===== config.mk =====
export PLATFORM = sky130hd
export DESIGN_NAME = instr_prefetch_queue
export DESIGN_NICKNAME = d
export VERILOG_FILES = /design/src/rtl/instr_prefetch_queue_pkg.sv /design/src/rtl/instr_prefetch_queue_static_bpred.sv /design/src/rtl/instr_prefetch_queue.sv
export SDC_FILE = /design/constraint.sdc
export NUM_CORES = 1
export LEC_CHECK = 0
export ABC_CLOCK_PERIOD_IN_PS = 3650
export CORE_ASPECT_RATIO = 0.8
export CORE_UTILIZATION = 54
export CTS_CLUSTER_SIZE = 10
export DETAILED_ROUTE_END_ITERATION = 8
export PLACE_DENSITY_LB_ADDON = 0.15
export SLEW_MARGIN = 20
export SYNTH_ARGS = -nofsm -noshare
export SYNTH_HDL_FRONTEND = slang
export SYNTH_SLANG_ARGS = --single-unit

===== constraint.sdc =====
create_clock -name clk -period 3.65 [get_ports clk]
set_input_delay 0.5475 -clock clk [delete_from_list [all_inputs] [get_ports clk]]
set_output_delay 0.5475 -clock clk [all_outputs]
set_load 0.01 [all_outputs]

===== src/rtl/instr_prefetch_queue_pkg.sv =====
// Shared constants for the instruction prefetch queue: opcodes, NOP encoding, reset PC.
// Also holds the immediate decoders used by the optional static predictor.
package instr_prefetch_queue_pkg;

    localparam logic [6:0]  OPC_JAL          = 7'b1101111;
    localparam logic [6:0]  OPC_BRANCH       = 7'b1100011;
    localparam logic [31:0] INSTR_NOP        = 32'h0000_0013;
    localparam logic [31:0] DEFAULT_RESET_PC = 32'h0000_0000;

    function automatic logic [31:0] imm_j(input logic [31:0] instr);
        return {{12{instr[31]}}, instr[19:12], instr[20], instr[30:21], 1'b0};
    endfunction

    function automatic logic [31:0] imm_b(input logic [31:0] instr);
        return {{20{instr[31]}}, instr[7], instr[30:25], instr[11:8], 1'b0};
    endfunction

endpackage


===== src/rtl/instr_prefetch_queue_static_bpred.sv =====
// Static predictor: JAL always taken, conditional branches taken when backward.
// Only built when PREFETCH_BPRED_EN is defined.
`ifdef PREFETCH_BPRED_EN
module static_bpred
    import instr_prefetch_queue_pkg::*;
(
    input  logic [31:0] instr,
    input  logic [31:0] pc,
    output logic        taken,
    output logic [31:0] target
);

    always_comb begin
        // NOTE: every output gets a default first so no path leaves a latch behind.
        taken  = 1'b0;
        target = pc + 32'd4;
        if (instr[6:0] == OPC_JAL) begin
            taken  = 1'b1;
            target = pc + imm_j(instr);
        end else if (instr[6:0] == OPC_BRANCH && instr[31]) begin
            taken  = 1'b1;
            target = pc + imm_b(instr);
        end
    end

endmodule
`endif


===== src/rtl/instr_prefetch_queue.sv =====
// Fetch PC owner and in-order instruction queue feeding Decode (FWFT head).
// Define PREFETCH_BPRED_EN to enable early redirect on backward branches and JAL.
module instr_prefetch_queue
    import instr_prefetch_queue_pkg::*;
#(
    parameter logic [31:0] RESET_PC = DEFAULT_RESET_PC,
    parameter int          DEPTH    = 4
) (
    input  logic        clk,
    input  logic        rst_n,
    output logic [31:0] o_iaddr,
    output logic        o_imem_req,
    input  logic        i_imem_gnt,
    input  logic        i_imem_vld,
    input  logic [31:0] i_instr,
    input  logic        i_boj,
    input  logic [31:0] i_boj_pc,
    input  logic        i_trap,
    input  logic [31:0] i_trap_pc,
    input  logic        i_stall,
    output logic        o_valid,
    output logic [31:0] o_instr,
    output logic [31:0] o_pc,
    output logic        o_prediction
);

    localparam int PW = $clog2(DEPTH);
    localparam int CW = PW + 1;
    typedef logic [PW-1:0] ptr_t;
    typedef logic [CW-1:0] cnt_t;
    typedef logic [CW:0]   out_t;
    localparam cnt_t DEPTH_C   = cnt_t'(DEPTH);
    localparam out_t OUT_DEPTH = out_t'(DEPTH);

    logic [31:0]      pc_q    [DEPTH];
    logic [31:0]      instr_q [DEPTH];
    logic [DEPTH-1:0] filled_q, filled_next, pred_q;
    ptr_t             head_q, tail_q, fill_q;
    cnt_t             count_q, inflight_q, drop_q, fill_span;
    out_t             outstanding;
    logic [31:0]      iaddr_q, redirect_pc, pred_target;
    logic             redirect, issue, pop, resp_any, resp_drop, resp_fill;
    logic             pred_taken, pred_fire;

    assign redirect    = i_trap | i_boj;
    assign redirect_pc = i_trap ? i_trap_pc : i_boj_pc;
    assign outstanding = {1'b0, inflight_q} + {1'b0, drop_q};
    assign resp_any    = i_imem_vld && (outstanding != '0);
    assign resp_drop   = i_imem_vld && (drop_q != '0);
    assign resp_fill   = i_imem_vld && (drop_q == '0) && (inflight_q != '0);
    assign pred_fire   = resp_fill && pred_taken && !redirect;
    // Entries head..fill inclusive survive a prediction; everything younger is released.
    assign fill_span   = {1'b0, ptr_t'(fill_q - head_q)} + cnt_t'(1);

`ifdef PREFETCH_BPRED_EN
    static_bpred u_static_bpred (
        .instr  (i_instr),
        .pc     (pc_q[fill_q]),
        .taken  (pred_taken),
        .target (pred_target)
    );
`else
    assign pred_taken  = 1'b0;
    assign pred_target = '0;
`endif

    assign o_imem_req   = rst_n && !redirect && (count_q < DEPTH_C) && (outstanding < OUT_DEPTH);
    assign issue        = o_imem_req && i_imem_gnt;
    assign o_iaddr      = iaddr_q;
    assign o_valid      = filled_q[head_q];
    assign pop          = o_valid && !i_stall && !redirect;
    assign o_instr      = o_valid ? instr_q[head_q] : INSTR_NOP;
    assign o_pc         = o_valid ? pc_q[head_q] : '0;
    assign o_prediction = o_valid && pred_q[head_q];

    always_comb begin
        filled_next = filled_q;
        if (resp_fill) filled_next[fill_q] = 1'b1;
        if (pop)       filled_next[head_q] = 1'b0;
    end

    always_ff @(posedge clk) begin
        if (!rst_n) begin
            head_q     <= '0;
            tail_q     <= '0;
            fill_q     <= '0;
            count_q    <= '0;
            inflight_q <= '0;
            drop_q     <= '0;
            filled_q   <= '0;
            iaddr_q    <= RESET_PC;
        end else if (redirect) begin
            head_q     <= '0;
            tail_q     <= '0;
            fill_q     <= '0;
            count_q    <= '0;
            inflight_q <= '0;
            drop_q     <= cnt_t'(outstanding - out_t'(resp_any));
            filled_q   <= '0;
            iaddr_q    <= redirect_pc;
        end else begin
            filled_q <= filled_next;
            if (pop)       head_q <= head_q + ptr_t'(1);
            if (resp_fill) fill_q <= fill_q + ptr_t'(1);
            if (pred_fire) begin
                // A request granted this cycle is on the wrong path too, so it joins the drop count.
                tail_q     <= fill_q + ptr_t'(1);
                count_q    <= fill_span - cnt_t'(pop);
                inflight_q <= '0;
                drop_q     <= inflight_q - cnt_t'(1) + cnt_t'(issue);
                iaddr_q    <= pred_target;
            end else begin
                if (issue) begin
                    tail_q  <= tail_q + ptr_t'(1);
                    iaddr_q <= iaddr_q + 32'd4;
                end
                count_q    <= count_q + cnt_t'(issue) - cnt_t'(pop);
                inflight_q <= inflight_q + cnt_t'(issue) - cnt_t'(resp_fill);
                if (resp_drop) drop_q <= drop_q - cnt_t'(1);
            end
        end
    end

    // NOTE: payload storage has no reset; nothing is visible until its filled flag is set.
    always_ff @(posedge clk) begin
        if (issue) pc_q[tail_q] <= iaddr_q;
        if (resp_fill) begin
            instr_q[fill_q] <= i_instr;
            pred_q[fill_q]  <= pred_fire;
        end
    end

endmodule


Word level (Yosys, flattened, before mapping). Memories as Yosys holds them, arrays and structs flattened. A register that Yosys moved wholly into a read port is not among the register bits. Index checks and enable logic that the tools add are counted.

Flip-flop bits (word level): 55. Input port bits: 103. Memory bits (writable): 256. Word-level logic and storage cells: 82. Output and inout bits: 99. Memories kept: 2.

Order comparisons: 6. Bitwise operators: 7. Mux-type cells: 25. Reductions and logical operators: 22. Add/subtract/negate cells: 11.

Memory list: instr_q (depth 4, bits a word 32, rd ports 1, clocked after memory_dff 1, write ports 1, RTL line instr_prefetch_queue.sv:36) `logic [31:0] instr_q [DEPTH];`; pc_q (depth 4, bits a word 32, rd ports 1, clocked after memory_dff 1, write ports 1, RTL line instr_prefetch_queue.sv:35) `logic [31:0] pc_q [DEPTH];`.

Operator list (number): two-way mux 32 bit (5); adder 32 x 3 -> 32 bit (second input constant) (1); logical AND 1 bit (13); subtractor 3 x 1 -> 3 bit (3); bitwise AND 4 bit (2); two-way mux 1 bit (8); two-way mux 2 bit (4); two-way mux 4 bit (2); NOT 4 bit (2); adder 2 x 1 -> 2 bit (second input constant) (3); adder 3 x 1 -> 3 bit (2); less-than comparator 2 x 3 -> 1 bit (second input constant) (2); two-way mux 3 bit (2); nonzero test 3 bit (2); adder 3 x 3 -> 4 bit (1); binary-select mux 1 bit (select 2 bit) (2); demux 1 bit (select 2 bit) (2); greater-or-equal comparator 2 x 1 -> 1 bit (second input constant) (2); less-than comparator 4 x 3 -> 1 bit (second input constant) (1); OR 4 bit (1); nonzero test 2 bit (2); nonzero test 4 bit (1); logical NOT 3 bit (1); less-than comparator 3 bit (second input constant) (1); other kinds (5) (6).

Depth between registers and ports, before layout.
Depth in word-level cells: 8. Gate-level depth with buffers: 15.

Worst setup path after synthesis. Ideal clock, no wire load.

Path type: register to register. Start: register inflight_q[0]. End: register inflight_q[2]. Setup time: 0.128 ns. Data required time: 3.522 ns. Period minus slack after synthesis: 3.112 ns. Arrival: 2.984 ns. Stages on the path, launching flop included: 16. Setup slack: 0.538 ns. Cell sequence: dfxtp_1 ha_1 fa_1 and4b_1 a22oi_4 nor2_4 inv_2 buf_2 ha_1 inv_1 ha_1 inv_1 fa_1 xor2_1 xnor2_1 nor2_1.

Cells in the longest elaborated chain, start to end: 6.

RTL lines: from (decl) (RTL line instr_prefetch_queue.sv:39) `cnt_t count_q, inflight_q, drop_q, fill_span;`; from (signal assigned) (RTL line instr_prefetch_queue.sv:118) `inflight_q <= inflight_q + cnt_t'(issue) - cnt_t'(resp_fill);`; adder 3 x 3 -> 4 bit (RTL line instr_prefetch_queue.sv:47) `assign outstanding = {1'b0, inflight_q} + {1'b0, drop_q};`; less-than comparator 4 x 3 -> 1 bit (RTL line instr_prefetch_queue.sv:67) `assign o_imem_req = rst_n && !redirect && (count_q < DEPTH_C) && (outstanding < OUT_DEPTH);`; logical AND 1 bit (RTL line instr_prefetch_queue.sv:67); logical AND 1 bit (RTL line instr_prefetch_queue.sv:68) `assign issue = o_imem_req && i_imem_gnt;`; adder 3 x 1 -> 3 bit (RTL line instr_prefetch_queue.sv:118); subtractor 3 x 1 -> 3 bit (*) (RTL line instr_prefetch_queue.sv:118).

Mark *: on every way between the ends. The rest lies on a longest branch, timed or not. A chain may end at the register's enable or synchronous reset.

Final worst setup path.
Start: register head_q[0]. End: output o_instr[23].

Cells in the longest elaborated chain, start to end: 3.

RTL lines: from (decl) (RTL line instr_prefetch_queue.sv:38) `ptr_t head_q, tail_q, fill_q;`; from (signal assigned) (RTL line instr_prefetch_queue.sv:103) `if (pop) head_q <= head_q + ptr_t'(1);`; binary-select mux 1 bit (select 2 bit) (RTL line instr_prefetch_queue.sv:70) `assign o_valid = filled_q[head_q];`; two-way mux 1 bit (implied by the code) (RTL line instr_prefetch_queue.sv:70); two-way mux 32 bit (RTL line instr_prefetch_queue.sv:72) `assign o_instr = o_valid ? instr_q[head_q] : INSTR_NOP;`; to (decl) (RTL line instr_prefetch_queue.sv:22) `output logic [31:0] o_instr,`.

Every way passes these cells. The select of a mux whose other input is x is not followed.

==> results.yml <==
critical_path:
  critPathKind: "flop to primary output"
  crit_fanout: 35
  worstSetupEndpointType: "primary output"
  max_stage_delay_ns: 0.52
  slowest_stage: "dfxtp_1"
  crit_chain: "mux2i_1 -> mux2_2 -> buf_12 -> buf_4 -> nor2b_1 -> clkdlybuf4s50_1"
  arrival_ns: 2.74
  cp.required_ns: 3.10
  crit_family: "buffers and inverters"
  start_kind: "flop"
  cp.buffers_inverters: 3
detailed_routing:
  first_iter_violations: 700
  first_pass_iters: 6
  route.antenna.remaining_nets: 0
  drc: 0
  wl_per_cell_um: 22.2
  wl_mm: 31.3
  viasPerCell: 5.86
  num_vias: 8239
finish:
  fillers: 1615
  mostFrequentLayoutCells: "edfxtp_1, clkdlybuf4s50_1, nor2b_1"
  multi_input_area_um2: 4180
  fin_util: 0.700
  antennaDiodeCount: 0
  fin_area_um2: 17000
  area_growth_pct: 27.7
  layout-drive-gt1-share: 0.152
  seq_area_um2: 8870
  final_net_count: 1191
  final_common_cell: "edfxtp_1"
synthesis:
  synthesis.nets: 960
  syn_area_um2: 13300
  ys_types: 67
  seq_area_frac_synth: 0.665
  yosysWarnings: 0
  synth_edf_count: 260
  ys_ff_latch: 313
  async_flop_share: 0
  synthCells: 830
  syn_avg_cell_area_um2: 16.1
  synth_ff_type: "edfxtp_1"
cts:
  root_buffer: "clkbuf_16"
  ctsLongestPathBuffers: 3
  clock_sinks: 313
  clk_latency_ns: 0.51
  path_clk_slew_ns: 0.05
  cts_resized: 0
  htree_levels: 2
  cts_made_buffers: 37
  cts_tree: "done"
  hold_buffers: 0
  post_cts_buffers: 0
global_routing:
  grt_max_degree: 40
  grtUsageTotal: 0.255
  overflow: 0
  grt_pass1_vias: 8409
  grt_pass1_wl_mm: 48.2
  grt_antenna_before_repair: 0
power_and_ir_drop:
  internal_power_w: 0.00620
  p_leak_nw: 5.53
  switching_share: 0.208
  combPwrFrac: 0.064
  peakVddDrop_mv: 0.369
  clock_power_share: 0.424
  p_per_area_nw_per_um2: 460
  power.total_w: 0.00783
  sequentialPowerShare: 0.512
  p_sw_w: 0.00163
floorplanning:
  ios: 202
  die_y_um: 143
  die_w_um: 178
  start_util: 0.548
  rows: 51
  dieArea_um2: 25300
  core_um2: 24300
placed_design:
  routabilityCongestion: 0.922
  dp_hpwl_mm: 20.4
  place_area_um2: 15900
  pre_cts_slack_ns: 0.624
  io_buffers: 201
job:
  drv_cap: 0
sta:
  rsz0062_at_grt: "no"
  worst_pin_slew_ns: 0.913
  finalCritPeriodShare: 0.900
  hold_viol_final: 0
  finalSetupViolCount: 0
  setup_ws_ns: 0.364
  relSlewSlack: 0.386
  slew_violations: 0
  worst_clock_skew_ns: 0.0144
  fmax_mhz: 304
  tns_ns: 0
  post-route-min-period_ns: 3.29
hold_path:
  min_path_type: "flop to flop"
status:
  status: "finished, final reports clean"
tightest hold or removal path, delay by kind of cell, from the launching register on:
family          cells  cell delay, ns
simple gates        1            0.10
flops               1            0.31
compound gates      1            0.05
Yosys cell counts, drive strengths merged (10+ instances only):
master,n,area [um^2]
edfxtp,260,7810
nor2b,66,413
mux4,65,1460
dfxtp,53,1060
nor2,40,165
clkbuf,28,105
inv,25,93.8
ha,24,300
nand2,24,92.6
a21oi,20,100
xnor2,18,158
buf,17,85.1
nor4,14,136
o221ai,14,123
o22ai,14,87.6
nand3,13,65.1
mux2i,12,120
a211oi,10,80.1
and3,10,62.6
nand4,10,77.6
nor3,10,55.1
state kept, by name, indices dropped and copies added, names as in the netlist, named ones only:
signal / flops
count_q: 3
drop_q: 3
fill_q: 2
filled_q: 4
head_q: 2
inflight_q: 3
instr_q: 128
o_iaddr: 32
pc_q: 128
pred_q: 4
tail_q: 2
worst paths after layout:
kind            startpoint             to  cells after the start  slack, ns
max              head_q[0]    o_instr[23]                      6       0.36
min reg2reg    filled_q[1]    filled_q[1]                      2       0.50
max reg2reg  inflight_q[0]  inflight_q[2]                     14       0.61
min            filled_q[1]    filled_q[1]                      2       0.50
metrics by stage:
step	instances	hold WS, ns
floorplan	830	0.469
global placement	1340	0.490
detailed placement	1340	0.495
CTS	1406	0.500
global route	1406	0.518
finish	1406	0.504
metal layers:
layer	part of all wire	track usage
met5	0	0
met1	0.43	0.355
met4	0.019	0.0724
met3	0.071	0.0532
met2	0.48	0.407
power by group through the flow:
stage / registers (W) / clock network [W] / logic (W)
floorplan: 0.00407 / 0 / 0.000208
global placement: 0.00408 / 0 / 0.000487
detailed placement: 0.00408 / 0 / 0.000494
CTS: 0.00401 / 0.00337 / 0.000498
global route: 0.00401 / 0.00353 / 0.000539
finish: 0.00401 / 0.00332 / 0.000501
final cells by class:
class | instances | area share
sequential | 313 | 0.521
multi-input combinational | 446 | 0.245
timing repair buffer | 237 | 0.140
clock buffer | 63 | 0.0614
tap | 318 | 0.0234
inverter | 26 | 0.00573
clock inverter | 3 | 0.00294
cells by family after synthesis:
logic type               Yosys count  share of synthesized area
buffers and inverters             71                     0.0216
AO/OA/AOI/OAI                    104                     0.0562
adder cells (fa/ha/maj)           27                     0.0270
multiplexers                      78                      0.120
AND/OR/NAND/NOR                  211                     0.0932
flip-flops                       313                      0.665
XOR/XNOR                          26                     0.0171
Power figures use the tool's default switching activity.
